<file path="src/rtl/pc_ctrl.sv">
// Fetch-address unit: PC register, next-PC selection (seq/j/branch/jr, exception, eret),
// fetch-address error detection and saturating branch-statistic counters.
module pc_ctrl #(
  parameter logic [31:0] RESET_PC   = 32'h0000_3000,
  parameter logic [31:0] EXC_VECTOR = 32'h0000_4180,
  parameter logic [31:0] IM_BASE    = 32'h0000_3000,
  parameter logic [31:0] IM_SIZE    = 32'h0000_3000,
  parameter int unsigned CNT_W      = 16
) (
  input  logic             clk,
  input  logic             reset,
  input  logic             stall,
  input  logic [1:0]       d_npc_op,
  input  logic [2:0]       d_branch_op,
  input  logic [31:0]      d_pc,
  input  logic [25:0]      d_instr_index,
  input  logic [15:0]      d_offset,
  input  logic [31:0]      d_rs,
  input  logic [31:0]      d_rt,
  input  logic             exc_req,
  input  logic             eret_req,
  input  logic [31:0]      epc,
  input  logic             cnt_clr,
  output logic [31:0]      f_pc,
  output logic             f_adel,
  output logic             d_taken,
  output logic [31:0]      d_link,
  output logic             flush_fd,
  output logic [CNT_W-1:0] taken_cnt,
  output logic [CNT_W-1:0] ntaken_cnt
);

  typedef enum logic [1:0] {
    NPC_SEQ = 2'b00,
    NPC_J   = 2'b01,
    NPC_BR  = 2'b10,
    NPC_JR  = 2'b11
  } npc_op_e;

  typedef enum logic [2:0] {
    BR_EQ  = 3'b000,
    BR_NE  = 3'b001,
    BR_LT  = 3'b010,
    BR_GT  = 3'b011,
    BR_LE  = 3'b100,
    BR_GE  = 3'b101,
    BR_LTZ = 3'b110,
    BR_GEZ = 3'b111
  } br_op_e;

  localparam logic [CNT_W-1:0] CNT_MAX = {CNT_W{1'b1}};

  logic [31:0]      f_pc_q, pc_d;
  logic [CNT_W-1:0] taken_q, taken_d, ntaken_q, ntaken_d;
  logic             cond;
  logic             cnt_inc;
  logic [31:0]      jtarget, btarget;
  logic [32:0]      pc_ext, win_lo, win_hi;
  logic signed [31:0] rs_s, rt_s;

  assign rs_s = d_rs;
  assign rt_s = d_rt;

  // NOTE: every signal assigned in always_comb gets a default first so no latch is inferred.
  always_comb begin
    cond = 1'b0;
    unique case (br_op_e'(d_branch_op))
      BR_EQ:  cond = (rs_s == rt_s);
      BR_NE:  cond = (rs_s != rt_s);
      BR_LT:  cond = (rs_s <  rt_s);
      BR_GT:  cond = (rs_s >  rt_s);
      BR_LE:  cond = (rs_s <= rt_s);
      BR_GE:  cond = (rs_s >= rt_s);
      BR_LTZ: cond = (rs_s <  0);
      BR_GEZ: cond = (rs_s >= 0);
    endcase
  end

  assign d_taken  = (d_npc_op == NPC_BR) && cond;
  assign d_link   = d_pc + 32'd8;
  assign flush_fd = exc_req | eret_req;
  assign jtarget  = {d_pc[31:28], d_instr_index, 2'b00};
  assign btarget  = d_pc + 32'd4 + {{14{d_offset[15]}}, d_offset, 2'b00};

  // Redirects from M outrank the F-stage stall; exception beats eret.
  always_comb begin
    pc_d = f_pc_q + 32'd4;
    if (exc_req)       pc_d = EXC_VECTOR;
    else if (eret_req) pc_d = epc;
    else if (stall)    pc_d = f_pc_q;
    else begin
      unique case (npc_op_e'(d_npc_op))
        NPC_J:   pc_d = jtarget;
        NPC_JR:  pc_d = d_rs;
        NPC_BR:  if (cond) pc_d = btarget;
        NPC_SEQ: pc_d = f_pc_q + 32'd4;
      endcase
    end
  end

  assign cnt_inc = (d_npc_op == NPC_BR) && !stall && !flush_fd;

  always_comb begin
    taken_d  = taken_q;
    ntaken_d = ntaken_q;
    if (cnt_clr) begin
      taken_d  = '0;
      ntaken_d = '0;
    end else if (cnt_inc) begin
      if (d_taken) begin
        if (taken_q != CNT_MAX) taken_d = taken_q + 1'b1;
      end else begin
        if (ntaken_q != CNT_MAX) ntaken_d = ntaken_q + 1'b1;
      end
    end
  end

  // NOTE: sequential state uses non-blocking assignments so all registers update together.
  always_ff @(posedge clk) begin
    if (reset) begin
      f_pc_q   <= RESET_PC;
      taken_q  <= '0;
      ntaken_q <= '0;
    end else begin
      f_pc_q   <= pc_d;
      taken_q  <= taken_d;
      ntaken_q <= ntaken_d;
    end
  end

  // Window check is done in 33 bits so IM_BASE+IM_SIZE cannot wrap.
  assign pc_ext = {1'b0, f_pc_q};
  assign win_lo = {1'b0, IM_BASE};
  assign win_hi = {1'b0, IM_BASE} + {1'b0, IM_SIZE};
  assign f_adel = (f_pc_q[1:0] != 2'b00) || (pc_ext < win_lo) || (pc_ext >= win_hi);

  assign f_pc       = f_pc_q;
  assign taken_cnt  = taken_q;
  assign ntaken_cnt = ntaken_q;

endmodule

</file>
<file path="config.mk">
export PLATFORM = sky130hd
export DESIGN_NAME = pc_ctrl
export DESIGN_NICKNAME = d
export VERILOG_FILES = /design/src/rtl/pc_ctrl.sv
export SDC_FILE = /design/constraint.sdc
export NUM_CORES = 1
export LEC_CHECK = 0
export ABC_AREA = 0
export BUFFER_PORTS_ARGS = -buffer_cell sky130_fd_sc_hd__buf_2
export CORE_ASPECT_RATIO = 0.5
export CORE_MARGIN = 5
export CORE_UTILIZATION = 46
export DETAILED_ROUTE_END_ITERATION = 12
export GPL_ROUTABILITY_DRIVEN = 1
export GPL_TIMING_DRIVEN = 0
export HOLD_SLACK_MARGIN = 0.08
export PLACE_DENSITY = 0.83
export SLEW_MARGIN = 20
export SYNTH_ARGS = -nofsm -noshare
export SYNTH_HDL_FRONTEND = slang
export SYNTH_SLANG_ARGS = --single-unit
</file>
<file path="constraint.sdc">
create_clock -name clk -period 6.6 [get_ports clk]
set_clock_uncertainty 0.15 [all_clocks]
set_input_delay 0.33 -clock clk [delete_from_list [all_inputs] [get_ports clk]]
set_output_delay 0.33 -clock clk [all_outputs]
set_load 0.005 [all_outputs]
</file>
# [Yosys cells after proc, flatten, opt, wreduce, memory -nomap -nowiden]
# Cells that the tools add are included.
[classes] n_shift=0 div=0 reduce_logical=14 bitwise_logic=2 mul=0 addsub=6 eq_ne=16 n_mux=6 n_lt_le_gt_ge=8
[op_table] op="$pmux W32 S4" count=1
[op_table] op="$mux W32" count=3
[op_table] op="$add A32 B3 Y32 const B" count=2
[op_table] op="$add A16 B1 Y16 const B" count=2
[op_table] op="$add A32 B32 Y32" count=1
[op_table] op="$add A32 B4 Y32 const B" count=1
[op_table] op="$eq A32 B32 Y1" count=1
[op_table] op="$ge A32 B1 Y1 const B" count=1
[op_table] op="$ge A32 B15 Y1 const B" count=1
[op_table] op="$ge A32 B32 Y1" count=1
[op_table] op="$gt A32 B32 Y1" count=1
[op_table] op="$le A32 B32 Y1" count=1
[op_table] op="$lt A32 B1 Y1 const B" count=1
[op_table] op="$lt A32 B14 Y1 const B" count=1
[op_table] op="$lt A32 B32 Y1" count=1
[op_table] op="$ne A16 B16 Y1 const B" count=2
[op_table] op="$ne A32 B32 Y1" count=1
[op_table] op="$mux W15" count=1
[op_table] op="$eq A3 B3 Y1 const B" count=4
[op_table] op="$pmux W1 S8" count=1
[op_table] op="$eq A3 B2 Y1 const B" count=2
[op_table] op="$reduce_and A3 Y1" count=2
[op_table] op="$eq A2 B2 Y1 const B" count=2
[op_table] op="$reduce_or A2 Y1" count=2
[op_table] op="12 further kinds" count=16
[totals] rom_bits=0 in_bits=181 memories=0 latch_bits=0 register_bits=64 word_cells=56 ramBits=0

# [Depth between registers and ports, before layout]
[depth] depth_word=7 ltp_mapped=15 ltp_nobuf=15

# [Least setup slack after synthesis]
# No wires, ideal clock.
[synth_timing] path_kind="input port to flip-flop" start="input port d_rt[23]" end="register taken_q[5], in the netlist taken_cnt[5]" arrival_time_ps=3007 setup_slack_ps=3325 setup_time_ps=118 stages=11 path_cell_list="inv_1 -> ha_1 -> nand4_2 -> nor4_4 -> a211oi_2 -> o31a_1 -> or3_4 -> mux2i_4 -> o211ai_4 -> or4_1 -> mux2i_1"
[synth_between] elab_chain_cells=4 elab_cells_between_ends=9 classes_between="order compare (4); eq/ne (2); mux (1); reduce/logical (2)"
[synth_lines] item="start, declared" line="19" source="input logic [31:0] d_rt,"
[synth_lines] item="$ge A32 B32 Y1, or another cell as far along" line="73" source="BR_GE: cond = (rs_s >= rt_s);"
[synth_lines] item="$pmux W1 S8 (*)" line="67" source="unique case (br_op_e'(d_branch_op))"
[synth_lines] item="$logic_and A1 B1 Y1 (*)" line="79" source="assign d_taken = (d_npc_op == NPC_BR) && cond;"
[synth_lines] item="$reduce_and A3 Y1 (no line) (*)"
[synth_lines] item="end signal, assigned" line="126" source="taken_q <= taken_d;"
[synth_lines] item="end, declared" line="54" source="logic [CNT_W-1:0] taken_q, taken_d, ntaken_q, ntaken_d;"
# Mark *: on every way between the ends. The rest lies on a longest branch, timed or not.
# A chain may end at the register's enable or synchronous reset.

# [Worst setup path in the final report]
[layout_timing] start="input port d_rs[31]" end="output port d_taken"
[layout_between] elab_chain_cells=3 elab_cells_between_ends=10 classes_between="order compare (6); eq/ne (2); mux (1); reduce/logical (1)"
[layout_lines] item="start, declared" line="18" source="input logic [31:0] d_rs,"
[layout_lines] item="$ge A32 B1 Y1, or another cell as far along" line="75" source="BR_GEZ: cond = (rs_s >= 0);"
[layout_lines] item="$pmux W1 S8 (*)" line="67"
[layout_lines] item="$logic_and A1 B1 Y1 (*)" line="79"
[layout_lines] item="end, declared" line="26" source="output logic d_taken,"
# Marks and branches as above.

==> results by group <==
Clock tree
  • Clk pin slew, worst setup/hold paths: around 0.06 ns
  • Setup bufs post-CTS: 0
  • Clock buffer depth: 2
  • CTS Hold Bufs: 0
  • Clock latency on the worst-skew pair: between 0.3 and 0.4 ns
  • Root Driver: clkbuf_16
  • CTS tree: yes
  • H-tree depth: 3
  • Clock sinks: 64
  • CTS resizes: 0
  • Cts bufs inserted: 9

Detailed routing
  • Vias: roughly 9,700
  • Wire per inst: a little under 20 um
  • DR vias/cell: a little over 6
  • Post-route ant nets: 0
  • Drt total wl: approximately 32,000 um
  • # DRC: 0
  • DRT iter0 DRCs: between 900 and 1,000
  • Drt pass-1 iters: 5

Synth
  • Post-Syn Area: about 0.0080 mm2
  • Yosys reg bits: 64
  • Syn nets: 1,347
  • Cell variety after synth: 74
  • Post-synth EDFFs: 0
  • Yosys warns: 0
  • Top FF cell, synth: dfxtp_1
  • Synth Instances: 1,071
  • FFs w/ async S/R, synth: 0%
  • Syn Area/Cell: approximately 7.4 um2
  • Register area share after synthesis: about 16%

Setup path
  • Reg2reg path depth: 8
  • RR Endpoint: f_pc[29]
  • Crit end category: primary output
  • Crit Path Class: primary input to primary output
  • Critical path launch point type: primary input
  • Crit path DAT: about 3.6 ns
  • Worst Path Required: between 6 and 7 ns
  • RR Startpoint: f_pc[2]
  • Reg2reg setup slack: roughly 3.5 ns
  • Crit-path max FO: 10

Min path
  • Hold Crit Class: primary input to register
  • Hold Path Depth: 3
  • Hold Startpoint: epc[3]
  • Hold EP: f_pc[3]

Cells and area
  • NumNets Final: between 1,500 and 2,000
  • Most frequent cells in the layout: 285 x buf_2, 109 x nand2_1, 94 x ha_1
  • Commonest non-fill, non-tap cell in the layout: buf_2
  • Final core occ: a little under 60%
  • Layout cell share with drive strength beyond 1: a little under a quarter
  • Fillers: between 1,500 and 2,000
  • Area grow syn2layout: 24.51%

Die
  • Die Span Y: 103.1 um
  • FP Rows: 34
  • Io pins: 280
  • Chip width: around 200 um
  • Die area: roughly 0.02 mm2
  • Starting Density: between 40% and 50%
  • Core area: between 0.015 and 0.02 mm2

STA
  • Max Transition Viols Final: 0
  • Worst rel slew slack: ~34%
  • Final setup violating endpoints: 0
  • Max Fclk: approximately 0.25 GHz
  • Final worst-path cycle share: 61.44%
  • Setup_tns: 0 ns
  • RSZ-0062 raised after global routing: false
  • Worst slew pin tran: between 0.9 and 1 ns
  • Final Hold Fails: 0
  • Final worst path period need: 4.055 ns

Placed design
  • Number of port buffers: approximately 280
  • Routability cong.: between 0.9 and 1
  • HPWL Detailed: 25,890 um

Pwr
  • LEAKAGE: 4.575 nW
  • Psw: approximately 580 uW
  • Clock share of power: 30.4%
  • Switching fraction of total power: approximately two fifths
  • P per Cell Area: 147.9 mW/mm2
  • Peak VDD IR: approximately 0.14 mV
  • Sequential group share of total power: between 20% and 30%
  • Internal: ~900 uW
  • Comb power frac: 41.2%

GRT
  • Met2 usage: roughly half
  • Gr busiest metal: met2
  • Vias in the first global route: 9,162
  • Met3 GRT Util: 6.758%
  • Met1 Use GR: 38.05%
  • Initial antenna violation count: 1
  • Largest net degree at the start of global routing: 16
  • Global-route wire length before repair: around 48,000 um
  • Total track usage: 29.62%
  • GRT Residual Overflow: 0

Run
  • Max cap viols: 0

Status
  • Status: finished clean
cell type report:
cell class | count | area, um2 | area share, %
Antenna cell | 1 | 2.502 | 0.02522
Buffer | 54 | 224.0 | 2.257
Clock buffer | 9 | 225.2 | 2.270
Clock inverter | 7 | 46.29 | 0.4666
Inverter | 61 | 229.0 | 2.308
Multi-Input combinational cell | 892 | 6235 | 62.84
Sequential cell | 64 | 1281 | 12.91
Tap cell | 234 | 292.8 | 2.951
Timing Repair Buffer | 277 | 1386 | 13.97
power by group through the flow:
stage	combinational (mW)	sequential (mW)	clock (mW)
floorplan	0.358	0.420	0
global placement	0.574	0.425	0
detailed placement	0.585	0.424	0
CTS	0.590	0.416	0.446
global route	0.654	0.418	0.464
finish	0.604	0.417	0.446
worst max path at each step:
stage / start / to / depth (start not counted)
floorplan: d_rt[23] / taken_cnt[5] / 11
global placement: d_rs[31] / f_pc[12] / 13
detailed placement: d_rs[31] / f_pc[12] / 13
CTS: d_rs[31] / d_taken / 12
global route: d_rs[31] / d_taken / 12
finish: d_rs[31] / d_taken / 12
synthesized netlist by cell type (12+ instances only):
cell type,count,area [um2]
o22ai_1,17,106.4
nor3_1,26,130.1
dfxtp_1,64,1281
nand4_1,32,200.2
mux2i_1,42,420.4
nand2_1,109,409.1
nand3_1,37,185.2
a21o_1,18,135.1
a21oi_1,92,460.4
nor4_1,21,131.4
clkbuf_1,40,150.1
o21ai_0,49,245.2
xnor2_1,58,508.0
xor2_1,18,157.7
or3_1,21,131.4
nor2_1,55,206.5
o31ai_1,17,127.6
or4_1,13,97.59
and3_1,36,225.2
ha_1,94,1176
o211ai_1,12,90.09
inv_1,60,225.2
cell families after synthesis:
| logic type | synth area share (%) |
|---|---|
| flip-flops | 16.08 |
| AND/OR/NAND/NOR | 24.62 |
| AO/OA/AOI/OAI | 24.27 |
| buffers and inverters | 5.684 |
| adder cells (fa/ha/maj) | 15.01 |
| multiplexers | 5.982 |
| XOR/XNOR | 8.353 |
per-layer routing:
| layer | vias to the layer above | part of all wire (%) |
|---|---|---|
| li1 | 4573 | - |
| met1 | 4447 | 40 |
| met2 | 531 | 45 |
| met3 | 106 | 11 |
| met4 | 2 | 4.2 |
| met5 | - | 0.041 |
flip-flops by register name, summed over array words and instances, names as in the netlist:
signal,cells
f_pc,32
ntaken_cnt,16
taken_cnt,16
critical path, cell delays in order:
cell	delay, ns
buf_2	0.14
ha_1	0.47
nand4_1	0.22
nor4_4	0.39
a211oi_2	0.17
o31a_1	0.35
or3_4	0.36
mux2i_4	0.25
o211ai_4	0.18
inv_2	0.18
buf_2	0.34
buf_2	0.18
through the flow:
step / power [mW] / instance area [um2] / hold slack [ns] / instances / worst slack (ns)
global route: 1.536 / 9920 / 0.1442 / 1598 / 2.463
CTS: 1.452 / 9920 / 0.1254 / 1598 / 2.611
finish: 1.468 / 9922 / 0.1247 / 1599 / 2.545
floorplan: 0.7782 / 7969 / 0.3140 / 1071 / 3.325
detailed placement: 1.009 / 9648 / 0.3261 / 1582 / 2.441
global placement: 0.9987 / 9648 / 0.3051 / 1582 / 2.482
(Power assumes the default switching activity.)
